`src/rtl/chrono_pkg.sv`:
```
// Shared definitions for the stopwatch control front end: FSM encoding and debounce default.
package chrono_pkg;

  typedef enum logic [1:0] {
    ST_STOPPED = 2'd0,
    ST_RUNNING = 2'd1,
    ST_LAP     = 2'd2
  } state_e;

  localparam int unsigned DEFAULT_DEBOUNCE_TICKS = 3;

endpackage

```
`src/rtl/chrono_debouncer.sv`:
```
// One stopwatch button: two-flop synchroniser, tick-based debounce counter and press pulse.
module chrono_debouncer #(
  parameter int unsigned DEBOUNCE_TICKS = chrono_pkg::DEFAULT_DEBOUNCE_TICKS,
  parameter int unsigned CNT_W          = 4
) (
  input  logic qzt_clk,
  input  logic reset,
  input  logic clk_in,
  input  logic btn_raw,
  output logic level,
  output logic press
);

  localparam logic [CNT_W-1:0] LastCnt = CNT_W'(DEBOUNCE_TICKS - 1);

  logic             sync1_q, sync2_q;
  logic             level_q, level_d;
  logic             press_q, press_d;
  logic [CNT_W-1:0] cnt_q, cnt_d;

  always_comb begin
    cnt_d   = cnt_q;
    level_d = level_q;
    if (sync2_q == level_q) begin
      cnt_d = '0;
    end else if (clk_in) begin
      // The tick that would bring the count to DEBOUNCE_TICKS accepts the new level.
      if (cnt_q == LastCnt) begin
        level_d = sync2_q;
        cnt_d   = '0;
      end else begin
        cnt_d = cnt_q + CNT_W'(1);
      end
    end
    press_d = level_d & ~level_q;
  end

  always_ff @(posedge qzt_clk) begin
    if (reset) begin
      sync1_q <= 1'b0;
      sync2_q <= 1'b0;
      level_q <= 1'b0;
      cnt_q   <= '0;
      press_q <= 1'b0;
    end else begin
      sync1_q <= btn_raw;
      sync2_q <= sync1_q;
      level_q <= level_d;
      cnt_q   <= cnt_d;
      press_q <= press_d;
    end
  end

  assign level = level_q;
  assign press = press_q;

endmodule

```
`src/rtl/chrono_control_unit.sv`:
```
// Stopwatch control: debounced button events, priority resolution and run/pause/lap FSM.
module chrono_control_unit
  import chrono_pkg::*;
#(
  parameter int unsigned DEBOUNCE_TICKS = DEFAULT_DEBOUNCE_TICKS,
  parameter int unsigned CNT_W          = 4
) (
  input  logic       qzt_clk,
  input  logic       reset,
  input  logic       clk_in,
  input  logic       btn_startstop,
  input  logic       btn_lap,
  input  logic       btn_reset,
  output logic       pause,
  output logic       counter_reset,
  output logic       lap_capture,
  output logic       lap_hold,
  output logic [1:0] state
);

  logic [2:0] btn_raw, btn_level, btn_press;

  assign btn_raw = {btn_reset, btn_startstop, btn_lap};

  for (genvar i = 0; i < 3; i++) begin : g_deb
    chrono_debouncer #(
      .DEBOUNCE_TICKS(DEBOUNCE_TICKS),
      .CNT_W         (CNT_W)
    ) u_deb (
      .qzt_clk(qzt_clk),
      .reset  (reset),
      .clk_in (clk_in),
      .btn_raw(btn_raw[i]),
      .level  (btn_level[i]),
      .press  (btn_press[i])
    );
  end

  logic ev_reset, ev_startstop, ev_lap;

  // reset > start/stop > lap; lower-priority events in the same cycle are dropped.
  always_comb begin
    ev_reset     = btn_press[2] & btn_level[2];
    ev_startstop = btn_press[1] & btn_level[1] & ~ev_reset;
    ev_lap       = btn_press[0] & btn_level[0] & ~ev_reset & ~btn_press[1];
  end

  state_e state_q, state_d;
  logic   pause_q, pause_d;
  logic   lap_hold_q, lap_hold_d;
  logic   counter_reset_q, counter_reset_d;
  logic   lap_capture_q, lap_capture_d;

  always_comb begin
    state_d         = state_q;
    counter_reset_d = 1'b0;
    lap_capture_d   = 1'b0;
    case (state_q)
      ST_STOPPED: begin
        if (ev_reset)          counter_reset_d = 1'b1;
        else if (ev_startstop) state_d = ST_RUNNING;
      end
      ST_RUNNING: begin
        if (ev_reset) begin
          counter_reset_d = 1'b1;
        end else if (ev_startstop) begin
          state_d = ST_STOPPED;
        end else if (ev_lap) begin
          state_d       = ST_LAP;
          lap_capture_d = 1'b1;
        end
      end
      ST_LAP: begin
        if (ev_reset) begin
          counter_reset_d = 1'b1;
          state_d         = ST_RUNNING;
        end else if (ev_startstop) begin
          state_d = ST_STOPPED;
        end else if (ev_lap) begin
          state_d = ST_RUNNING;
        end
      end
      default: state_d = ST_STOPPED;
    endcase
    pause_d    = (state_d == ST_STOPPED);
    lap_hold_d = (state_d == ST_LAP);
  end

  always_ff @(posedge qzt_clk) begin
    if (reset) begin
      state_q         <= ST_STOPPED;
      pause_q         <= 1'b1;
      lap_hold_q      <= 1'b0;
      counter_reset_q <= 1'b0;
      lap_capture_q   <= 1'b0;
    end else begin
      state_q         <= state_d;
      pause_q         <= pause_d;
      lap_hold_q      <= lap_hold_d;
      counter_reset_q <= counter_reset_d;
      lap_capture_q   <= lap_capture_d;
    end
  end

  assign pause         = pause_q;
  assign lap_hold      = lap_hold_q;
  assign counter_reset = counter_reset_q;
  assign lap_capture   = lap_capture_q;
  assign state         = state_q;

endmodule

```
`config.mk`:
```
export PLATFORM = sky130hd
export DESIGN_NAME = chrono_control_unit
export DESIGN_NICKNAME = d
export VERILOG_FILES = /design/src/rtl/chrono_pkg.sv /design/src/rtl/chrono_debouncer.sv /design/src/rtl/chrono_control_unit.sv
export SDC_FILE = /design/constraint.sdc
export NUM_CORES = 1
export LEC_CHECK = 0
export CORE_AREA = 2 2 50 52
export DETAILED_ROUTE_END_ITERATION = 12
export DIE_AREA = 0 0 52 54
export GPL_TIMING_DRIVEN = 0
export PLACE_DENSITY_LB_ADDON = 0.12
export SYNTH_ARGS = -nofsm -noshare
export SYNTH_HDL_FRONTEND = slang
export SYNTH_SLANG_ARGS = --single-unit
```
`constraint.sdc`:
```
create_clock -name qzt_clk -period 2.95 [get_ports qzt_clk]
set_clock_uncertainty 0.05 [all_clocks]
set_input_delay 0.885 -clock qzt_clk [delete_from_list [all_inputs] [get_ports qzt_clk]]
set_output_delay 0.885 -clock qzt_clk [all_outputs]
set_load 0.1 [all_outputs]
```
==> impl_metrics.csv <==
group,metric,value,unit
power,p_clk_frac,0.331,
yosys,ys_ff_latch,30,
global_routing,globalRouteMet2Util,0.2278,
cells_and_area,num_antenna_cells,0,
min_path,hp-class,"flop to flop",
floorplanning,rows,18,
global_routing,use_met3,0.05278,
route,drtPass1Iterations,4,
power,leakage,0.0005316,µW
timing,finalHoldViolations,0,
floorplanning,die_h,54,µm
timing,post-route-period-util,0.9667,
clocking,cts_num_sinks,30,
route,via_count,870,
critical_path,crit_family,"buffers and inverters",
global_routing,grt_max_degree,11,
clocking,cts_buffers,5,
clocking,cts_tree,"built",
power,p_sw,145.9,µW
critical_path,cpMaxStageDelayCell,"clkdlybuf4s50_1",
power,p_total,652.5,µW
floorplanning,core,0.002320,mm²
floorplanning,die_w,52,µm
clocking,clockRootBuffer,"clkbuf_4",
route,wl_per_cell,11.37,µm
global_routing,grt_util_met1,0.1983,
critical_path,critPathRequiredTime,2.02,ns
global_routing,grt_pass1_wl,3.125,mm
cells_and_area,syn2layout_area_growth,14.96,%
global_routing,busiest_layer,"met2",
clocking,clk_pin_slew,0.09,ns
timing,rsz0062_at_grt,"false",
critical_path,critPathArrivalTime,1.92,ns
cells_and_area,drive_gt1_frac,0.09489,
yosys,ys_async_sr_fraction,0,
global_routing,grt_antenna_before_repair,0,
timing,fmax,0.3507,GHz
yosys,yosysSeqAreaShare,0.5058,
critical_path,critPathBufInv,1,
cells_and_area,nFillCells,211,
floorplanning,initial_core_util,0.5119,
floorplanning,ios,12,
global_routing,grt.total_usage,0.1556,
power,combinationalPowerShare,0.038,
yosys,synth_edf_count,0,
timing,layout_min_cycle_time,2.852,ns
route,vias_per_cell,5.210,
route,antenna_left,0,
timing,drv_slew,0,
critical_path,path_class,"flop to output port",
yosys,synth_area,0.001187,mm²
timing,setup_viol,0,
placed_design,dp.cells,160,
power,powerDensity,478.0,mW/mm²
critical_path,end_kind,"output port",
floorplanning,die_area,0.002808,mm²
yosys,syn_avg_cell_area,9.813,µm²
yosys,synthCells,121,
clocking,clock_latency,0.32,ns
timing,setup_tns,0,ns
clocking,htreeDepth,2,
critical_path,path_cells,"clkdlybuf4s50_1",
critical_path,cp_slowest_stage_delay,1.17,ns
route,wl,1.899,mm
power,p_sw_frac,0.2236,
placed_design,dp_hpwl,1.350,mm
clocking,cts_buffer_depth,2,
global_routing,grt-ovfl-total,0,
yosys,synth_fp_nets,127,
cells_and_area,stdcell_count,167,
power,ir_drop,0.3411,mV
power,seqPwrFrac,0.632,
cells_and_area,final_nets,143,
yosys,ys.flop_type,"dfxtp_1",
critical_path,cp_max_fo,7,
timing,worst_pin_slew,0.9710,ns
timing,slew_headroom,0.3506,
power,internal_power,506.7,µW
placed_design,gp_congestion,0.7022,
critical_path,start_kind,"flop",
route,first_iter_violations,13,
job,cap_violations,0,
run_status,status,"complete, no violations",
yosys,ys_warn_count,0,
global_routing,first_global_vias,732,
placed_design,io_buffers,9,
yosys,ys_types,32,
route,drc,0,
==> path summary, 6_finish.rpt <==
path                                        start                                end  slack [ns]  cells after the start
max                           state[0]$_SDFF_PP0_                           state[0]         0.1                      1
max reg2reg  g_deb[0].u_deb.cnt_q[1]$_SDFFE_PP0P_    g_deb[0].u_deb.level$_SDFF_PP0_        1.61                      4
min             g_deb[1].u_deb.sync1_q$_SDFF_PP0_  g_deb[1].u_deb.sync2_q$_SDFF_PP0_        0.40                      1
min reg2reg     g_deb[1].u_deb.sync1_q$_SDFF_PP0_  g_deb[1].u_deb.sync2_q$_SDFF_PP0_        0.40                      1
==> cells by family (layout without fill, tap and decap cells) <==
logic type / Yosys count / count (layout) / share of synthesized area
AND/OR/NAND/NOR: 53 / 53 / 0.2582
flip-flops: 30 / 30 / 0.5058
AO/OA/AOI/OAI: 18 / 18 / 0.1001
XOR/XNOR: 10 / 10 / 0.07376
multiplexers: 5 / 5 / 0.04215
buffers and inverters: 5 / 21 / 0.02002
==> power by group through the flow <==
stage	Sequential, µW	Combinational [µW]	Clock [µW]
floorplan	421	17.5	0
global placement	421	25.0	0
detailed placement	422	25.4	0
CTS	412	25.5	224
global route	413	27.7	242
finish	412	24.8	216
==> Yosys cell counts (all sizes together) (2+ instances only) <==
cell type	instances	area [µm²]
dfxtp	30	600.6
nor2	16	60.06
xor2	10	87.58
nand2	8	32.54
nor2b	7	43.79
a21oi	5	25.02
mux2i	5	50.05
nand3b	4	30.03
a211oi	3	22.52
nand3	3	15.01
nand4	3	18.77
nor4b	3	41.29
a311oi	2	17.52
buf	2	12.51
clkbuf	2	7.510
nor3b	2	15.01
o21ai	2	10.01
o21bai	2	15.01
o22ai	2	12.51
==> cells in the final DEF (no fill, tap or decap), types with 2 or more instances in the layout <==
| master | instances |
|---|---|
| clkinv_2 | 2 |
| nor3b_1 | 2 |
| o21bai_1 | 2 |
| a21oi_1 | 5 |
| nand3b_1 | 4 |
| nand3_1 | 3 |
| clkbuf_4 | 5 |
| o21ai_0 | 2 |
| nor4b_1 | 2 |
| clkdlybuf4s50_1 | 8 |
| nor2_1 | 16 |
| o22ai_1 | 2 |
| a311oi_1 | 2 |
| clkbuf_1 | 2 |
| a211oi_1 | 3 |
| mux2i_1 | 5 |
| xor2_1 | 10 |
| dfxtp_1 | 30 |
| nand4_1 | 3 |
| nand2_1 | 7 |
| nor2b_1 | 7 |
==> worst register-to-register path, stage by stage, from the launching register on <==
cell and delay (ns):
dfxtp_1 0.42, nand2_2 0.08, or4_4 0.45, mux2i_1 0.16
nor2_1 0.05
==> through the flow <==
step | hold slack (ns) | instance area (µm²) | utilization | worst slack [ns]
after floorplan | 0.3638 | 1187 | - | 1.000
after global placement | 0.3709 | 1315 | 0.5669 | 0.4211
after detailed placement | 0.3751 | 1315 | 0.5669 | 0.4173
after CTS | 0.3965 | 1363 | 0.5874 | 0.06076
after global routing | 0.4042 | 1365 | 0.5885 | 0.03201
final | 0.3950 | 1365 | 0.5885 | 0.09823
==> per-layer routing <==
layer,up-vias,wire length [µm]
li1,458,-
met1,386,965
met2,22,802
met3,4,96
met4,0,34
met5,-,0
==> sequential cells by signal, indices dropped and copies added, names as in the netlist <==
| name | flops |
|---|---|
| counter_reset | 1 |
| g_deb.u_deb.cnt_q | 12 |
| g_deb.u_deb.level | 3 |
| g_deb.u_deb.press | 3 |
| g_deb.u_deb.sync1_q | 3 |
| g_deb.u_deb.sync2_q | 3 |
| lap_capture | 1 |
| lap_hold | 1 |
| pause | 1 |
| state | 2 |
==> cell type report <==
class | instances | area (µm²) | area share
clock inverter | 2 | 10.01 | 0.007333
tap | 30 | 37.54 | 0.02750
inverter | 1 | 3.754 | 0.002750
buffer | 4 | 20.02 | 0.01467
multi-input combinational | 86 | 563.0 | 0.4125
timing repair buffer | 9 | 92.59 | 0.06783
sequential | 30 | 600.6 | 0.4400
clock buffer | 5 | 37.54 | 0.02750
==> what timing repair did <==
action,4_1_cts,5_1_grt
hold buffers,0,0
gates resized for setup,0,1
endpoints found under the setup margin,0,1
buffers inserted,0,0
Note: power is estimated with default switching activity, not from simulation.
